--- config.mk ---
export PLATFORM = sky130hd
export DESIGN_NAME = port_io_scanner
export DESIGN_NICKNAME = d
export VERILOG_FILES = /design/src/rtl/port_io_scanner.sv
export SDC_FILE = /design/constraint.sdc
export NUM_CORES = 1
export LEC_CHECK = 0
export CORE_ASPECT_RATIO = 0.9
export CORE_MARGIN = 4
export CORE_UTILIZATION = 40
export DETAILED_ROUTE_END_ITERATION = 16
export HOLD_SLACK_MARGIN = 0.08
export PLACE_DENSITY_LB_ADDON = 0.15
export SLEW_MARGIN = 20
export SYNTH_ARGS = -nofsm -noshare
export SYNTH_HDL_FRONTEND = slang
export SYNTH_SLANG_ARGS = --single-unit
--- constraint.sdc ---
create_clock -name clk -period 2.16 [get_ports clk]
set_input_delay 0.324 -clock clk [delete_from_list [all_inputs] [get_ports clk]]
set_output_delay 0.324 -clock clk [all_outputs]
set_load 0.01 [all_outputs]
--- src/rtl/port_io_scanner.sv ---
// rtl/port_io_scanner.sv - serial-bus scanner for remote port-I/O expanders
// Each frame: SYNC, then per port DIR / TURN / READ / WRITE over one shared bus.
module port_io_scanner #(
  parameter int NUM_PORTS   = 9,
  parameter int WIDTH       = 8,
  parameter int TURN_CYCLES = 1
) (
  input  logic                       clk,
  input  logic                       rst,
  input  logic                       scan_en,
  input  logic [NUM_PORTS*WIDTH-1:0] port_w,
  input  logic [NUM_PORTS*WIDTH-1:0] port_d,
  output logic [NUM_PORTS*WIDTH-1:0] port_r,
  output logic [NUM_PORTS-1:0]       chg,
  input  logic [NUM_PORTS-1:0]       chg_clr,
  output logic                       scan_done,
  output logic                       port_clk,
  output logic                       port_rst,
  output logic [WIDTH-1:0]           bus_o,
  output logic                       bus_oe,
  input  logic [WIDTH-1:0]           bus_i
);
  localparam int IW = (NUM_PORTS > 1) ? $clog2(NUM_PORTS) : 1;
  localparam logic [IW-1:0] LAST_IDX = IW'(NUM_PORTS - 1);
  localparam logic [3:0] TURN_LAST = 4'((TURN_CYCLES > 0) ? TURN_CYCLES - 1 : 0);

  typedef enum logic [2:0] {IDLE, SYNC, DIR, TURN, READ, WRITE} state_t;

  state_t           state;
  logic [IW-1:0]    idx;
  logic [IW-1:0]    idx_nxt;
  logic [3:0]       turn_cnt;
  logic [WIDTH-1:0] cur_w;
  logic [WIDTH-1:0] nxt_d;

  assign port_clk = clk;
  assign idx_nxt  = idx + 1'b1;

  // Outputs are registered, so the value for the state being entered is chosen here.
  always_comb begin
    cur_w = '0;
    nxt_d = '0;
    for (int p = 0; p < NUM_PORTS; p++) begin
      if (idx == IW'(p))     cur_w = port_w[p*WIDTH +: WIDTH];
      if (idx_nxt == IW'(p)) nxt_d = port_d[p*WIDTH +: WIDTH];
    end
  end

  always_ff @(posedge clk or negedge rst) begin
    if (!rst) begin
      state     <= IDLE;
      idx       <= '0;
      turn_cnt  <= '0;
      port_r    <= '0;
      chg       <= '0;
      scan_done <= 1'b0;
      port_rst  <= 1'b0;
      bus_o     <= '0;
      bus_oe    <= 1'b0;
    end else begin
      scan_done <= 1'b0;
      port_rst  <= 1'b0;
      bus_o     <= '0;
      bus_oe    <= 1'b0;
      chg       <= chg & ~chg_clr;
      case (state)
        IDLE: begin
          if (scan_en) begin
            state    <= SYNC;
            port_rst <= 1'b1;
            idx      <= '0;
          end
        end
        SYNC: begin
          state  <= DIR;
          idx    <= '0;
          bus_oe <= 1'b1;
          bus_o  <= port_d[WIDTH-1:0];
        end
        DIR: begin
          turn_cnt <= '0;
          state    <= (TURN_CYCLES == 0) ? READ : TURN;
        end
        TURN: begin
          turn_cnt <= turn_cnt + 1'b1;
          if (turn_cnt == TURN_LAST) state <= READ;
        end
        READ: begin
          // A set here lands after the clear above, so a same-cycle set wins.
          for (int p = 0; p < NUM_PORTS; p++) begin
            if (idx == IW'(p)) begin
              port_r[p*WIDTH +: WIDTH] <= bus_i;
              if (bus_i != port_r[p*WIDTH +: WIDTH]) chg[p] <= 1'b1;
            end
          end
          state  <= WRITE;
          bus_oe <= 1'b1;
          bus_o  <= cur_w;
        end
        WRITE: begin
          if (idx == LAST_IDX) begin
            scan_done <= 1'b1;
            idx       <= '0;
            if (scan_en) begin
              state    <= SYNC;
              port_rst <= 1'b1;
            end else begin
              state <= IDLE;
            end
          end else begin
            idx    <= idx_nxt;
            state  <= DIR;
            bus_oe <= 1'b1;
            bus_o  <= nxt_d;
          end
        end
        default: state <= IDLE;
      endcase
    end
  end
endmodule

==> reports/results.tsv <==
metric	value	unit
outcome	finished, final reports clean	
die width	142.2	um
fin cells	1133	
total power	8464	uW
GP Congestion	0.9272	
Via density	5.544	
std cell rows	43	
crit end category	output port	
DRC	0	
DP Worst Slack	-0.2048	ns
Antenna Nets Post-Route	0	
fin util	64.04	%
Starting Density	41.44	%
hold crit path type	primary input to asynchronous set/reset pin	
Distinct cells, synth	60	
CTS tree	built	
detailed placement HPWL	18300	um
clk slew on worst S/H paths	0.07	ns
crit path cell chain	clkbuf_16, clkbuf_16, clkdlybuf4s50_1	
setup violators final	0	
Lkg Pwr	0.003955	uW
Cell Pwr Density	844.2	nW/um^2
most frequent cells in the layout	clkdlybuf4s50_1, dfrtp_1, xnor2_1, mux2_2, buf_4	
max_slew headroom	50.70	%
Max-cap violations	0	
WHS	0.3717	ns
Clock Skew	0.007474	ns
synth warn	0	
Comb pwr share	44.6	%
GRT overflow	0	
Fin. Hold Viols	0	
vias after detailed routing	6281	
largest net degree at the start of global routing	48	
Worst-Margin Slew	0.7380	ns
Clk pwr share	24.2	%
PortBufs	256	
share of cells above drive strength 1	19.87	%
die height	128.8	um
vias in the first global route	6704	
crit path launch type	clock port	
Seq cells post-synth	103	
die area	18320	um^2
Post-layout nets	1100	
crit-path most repeated cell	clkbuf_16	
fin worst setup slack	0.04046	ns
Post-Syn Area	6487	um^2
register area share after synthesis	39.73	%
Largest stage delay, worst path	0.47	ns
CORE AREA	15660	um^2
crit-path leading delay family	buffers and inverters	
DRT Pass-1 Iters	5	
switching share of power	33.90	%
drt initial violations	459	
part of the power in registers	31.2	%
Worst Path Buf+Inv	3	
Ports	257	
DP Cell Count	1110	
final wirelength	23080	um
global-route wire length before repair	35870	um
Syn-to-layout area delta	54.54	%
Post-synth EDFFs	0	
GRT Util Overall	25.05	%
Max Slew Vio Count	0	
crit path max-delay cell type	clkdlybuf4s50_1	
arrival time worst endpoint	1.80	ns
Primary FF master, synth	dfrtp_1	
syn nets	824	
post-synthesis cell count	650	
Peak supply drop	0.4855	mV
Critical Path RT	1.84	ns
clk_lat worst skew	0.46	ns
Antenna Cells	0	
Crit Path Class	clock port to output port	
CP max FO	2	
most common cell after layout, fill and taps aside	clkdlybuf4s50_1	
unrepaired setup endpoints after global routing	true	
Psw	2869	uW
drt wl/cell	20.37	um
internal power	5595	uW
worst reg-to-reg setup slack	0.08	ns
Post-synth ARST share	100.0	%
initial antenna violation count	0	
mean area per synthesized cell	9.981	um^2
## through the flow
stage                     TNS, ns  area, um^2
after global placement    -0.2386        9517
final                           0       10030
after floorplan                 0        6487
after CTS                       0        9933
after detailed placement   -1.714        9517
after global routing      -0.1383       10030
## kinds of logic after synthesis
family	share of synthesized area [%]
adder cells (fa/ha/maj)	1.929
XOR/XNOR	9.990
multiplexers	12.83
flip-flops	39.73
AND/OR/NAND/NOR	10.82
buffers and inverters	5.149
AO/OA/AOI/OAI	19.56
## Yosys cell counts, types with 3 or more instances
library cell	n	area share, %
o22ai_1	20	1.9
o21a_1	5	0.58
a22oi_1	17	2.0
o221ai_1	6	0.81
clkbuf_1	28	1.6
nor2_1	20	1.2
nand2_1	35	2.0
o2111a_1	3	0.52
mux2_2	73	13
xnor2_1	73	9.9
nand2b_1	6	0.58
dfrtp_1	103	40
o31ai_1	4	0.46
a221oi_1	13	1.8
a22o_1	4	0.54
a211o_1	3	0.41
ha_1	10	1.9
a221o_1	8	1.2
buf_2	15	1.2
o2111ai_1	5	0.67
nor2b_1	6	0.58
inv_1	21	1.2
o211ai_1	4	0.46
nand3_1	16	1.2
and3_1	3	0.29
a311oi_1	6	0.81
o21ai_0	47	3.6
buf_4	6	0.69
nand4_1	23	2.2
a21oi_1	29	2.2
## worst reg2reg max path, delay by kind of cell (launching register included)
| family | cells | cell delay, ns |
|---|---|---|
| DFF | 1 | 0.45 |
| buffers and inverters | 3 | 0.43 |
| muxes | 1 | 0.34 |
| adders and majority gates | 1 | 0.22 |
| and+or+nand+nor | 3 | 0.53 |
## layout make-up
cell class                      instances  area [um^2]
Clock buffer                           15        337.8
Tap cell                              202        252.7
Sequential cell                       103         2581
Clock inverter                          5        62.56
Multi-Input combinational cell        473         3651
Timing Repair Buffer                  313         3050
Fill cell                            1252         5630
Inverter                               22        90.09
## worst paths after layout
path / from / depth (start not counted) / endpoint
worst max-delay path: clk / 3 / port_clk
worst min-delay path: rst / 2 / port_r[14]
worst max register to register: idx[1] / 8 / port_r[70]
worst min register to register: turn_cnt[3] / 1 / turn_cnt[3]
max in group asynchronous: rst / 3 / idx[0]
min in group clk: chg_clr[8] / 2 / chg[8]
## registers in the layout, summed over array words and instances, names as in the netlist, 3 cells and up
signal    flops
port_r       72
idx           4
turn_cnt      4
bus_o         8
chg           9
state         3
## routing by layer
metal / global-route usage (%) / wire length [um]
met1: 30.56 / 9521
met2: 43.13 / 11330
met3: 5.500 / 1656
met4: 10.05 / 572
met5: 0 / 0
## power groups by stage
stage | combinational, uW | sequential (uW) | clock, uW
floorplan | 1860 | 2770 | 38.1
global placement | 3610 | 2650 | 47.1
detailed placement | 3670 | 2670 | 47.1
CTS | 3700 | 2640 | 2090
global route | 4090 | 2690 | 2180
finish | 3770 | 2640 | 2050
## what timing repair did
action | in CTS | in global routing
hold buffers | 1 | 0
setup endpoints to repair | 13 | 32
resized for setup | 5 | 24
endpoints found under the hold margin | 36 | 0
buffers inserted | 0 | 3
Note: power is estimated with default switching activity, not from simulation.
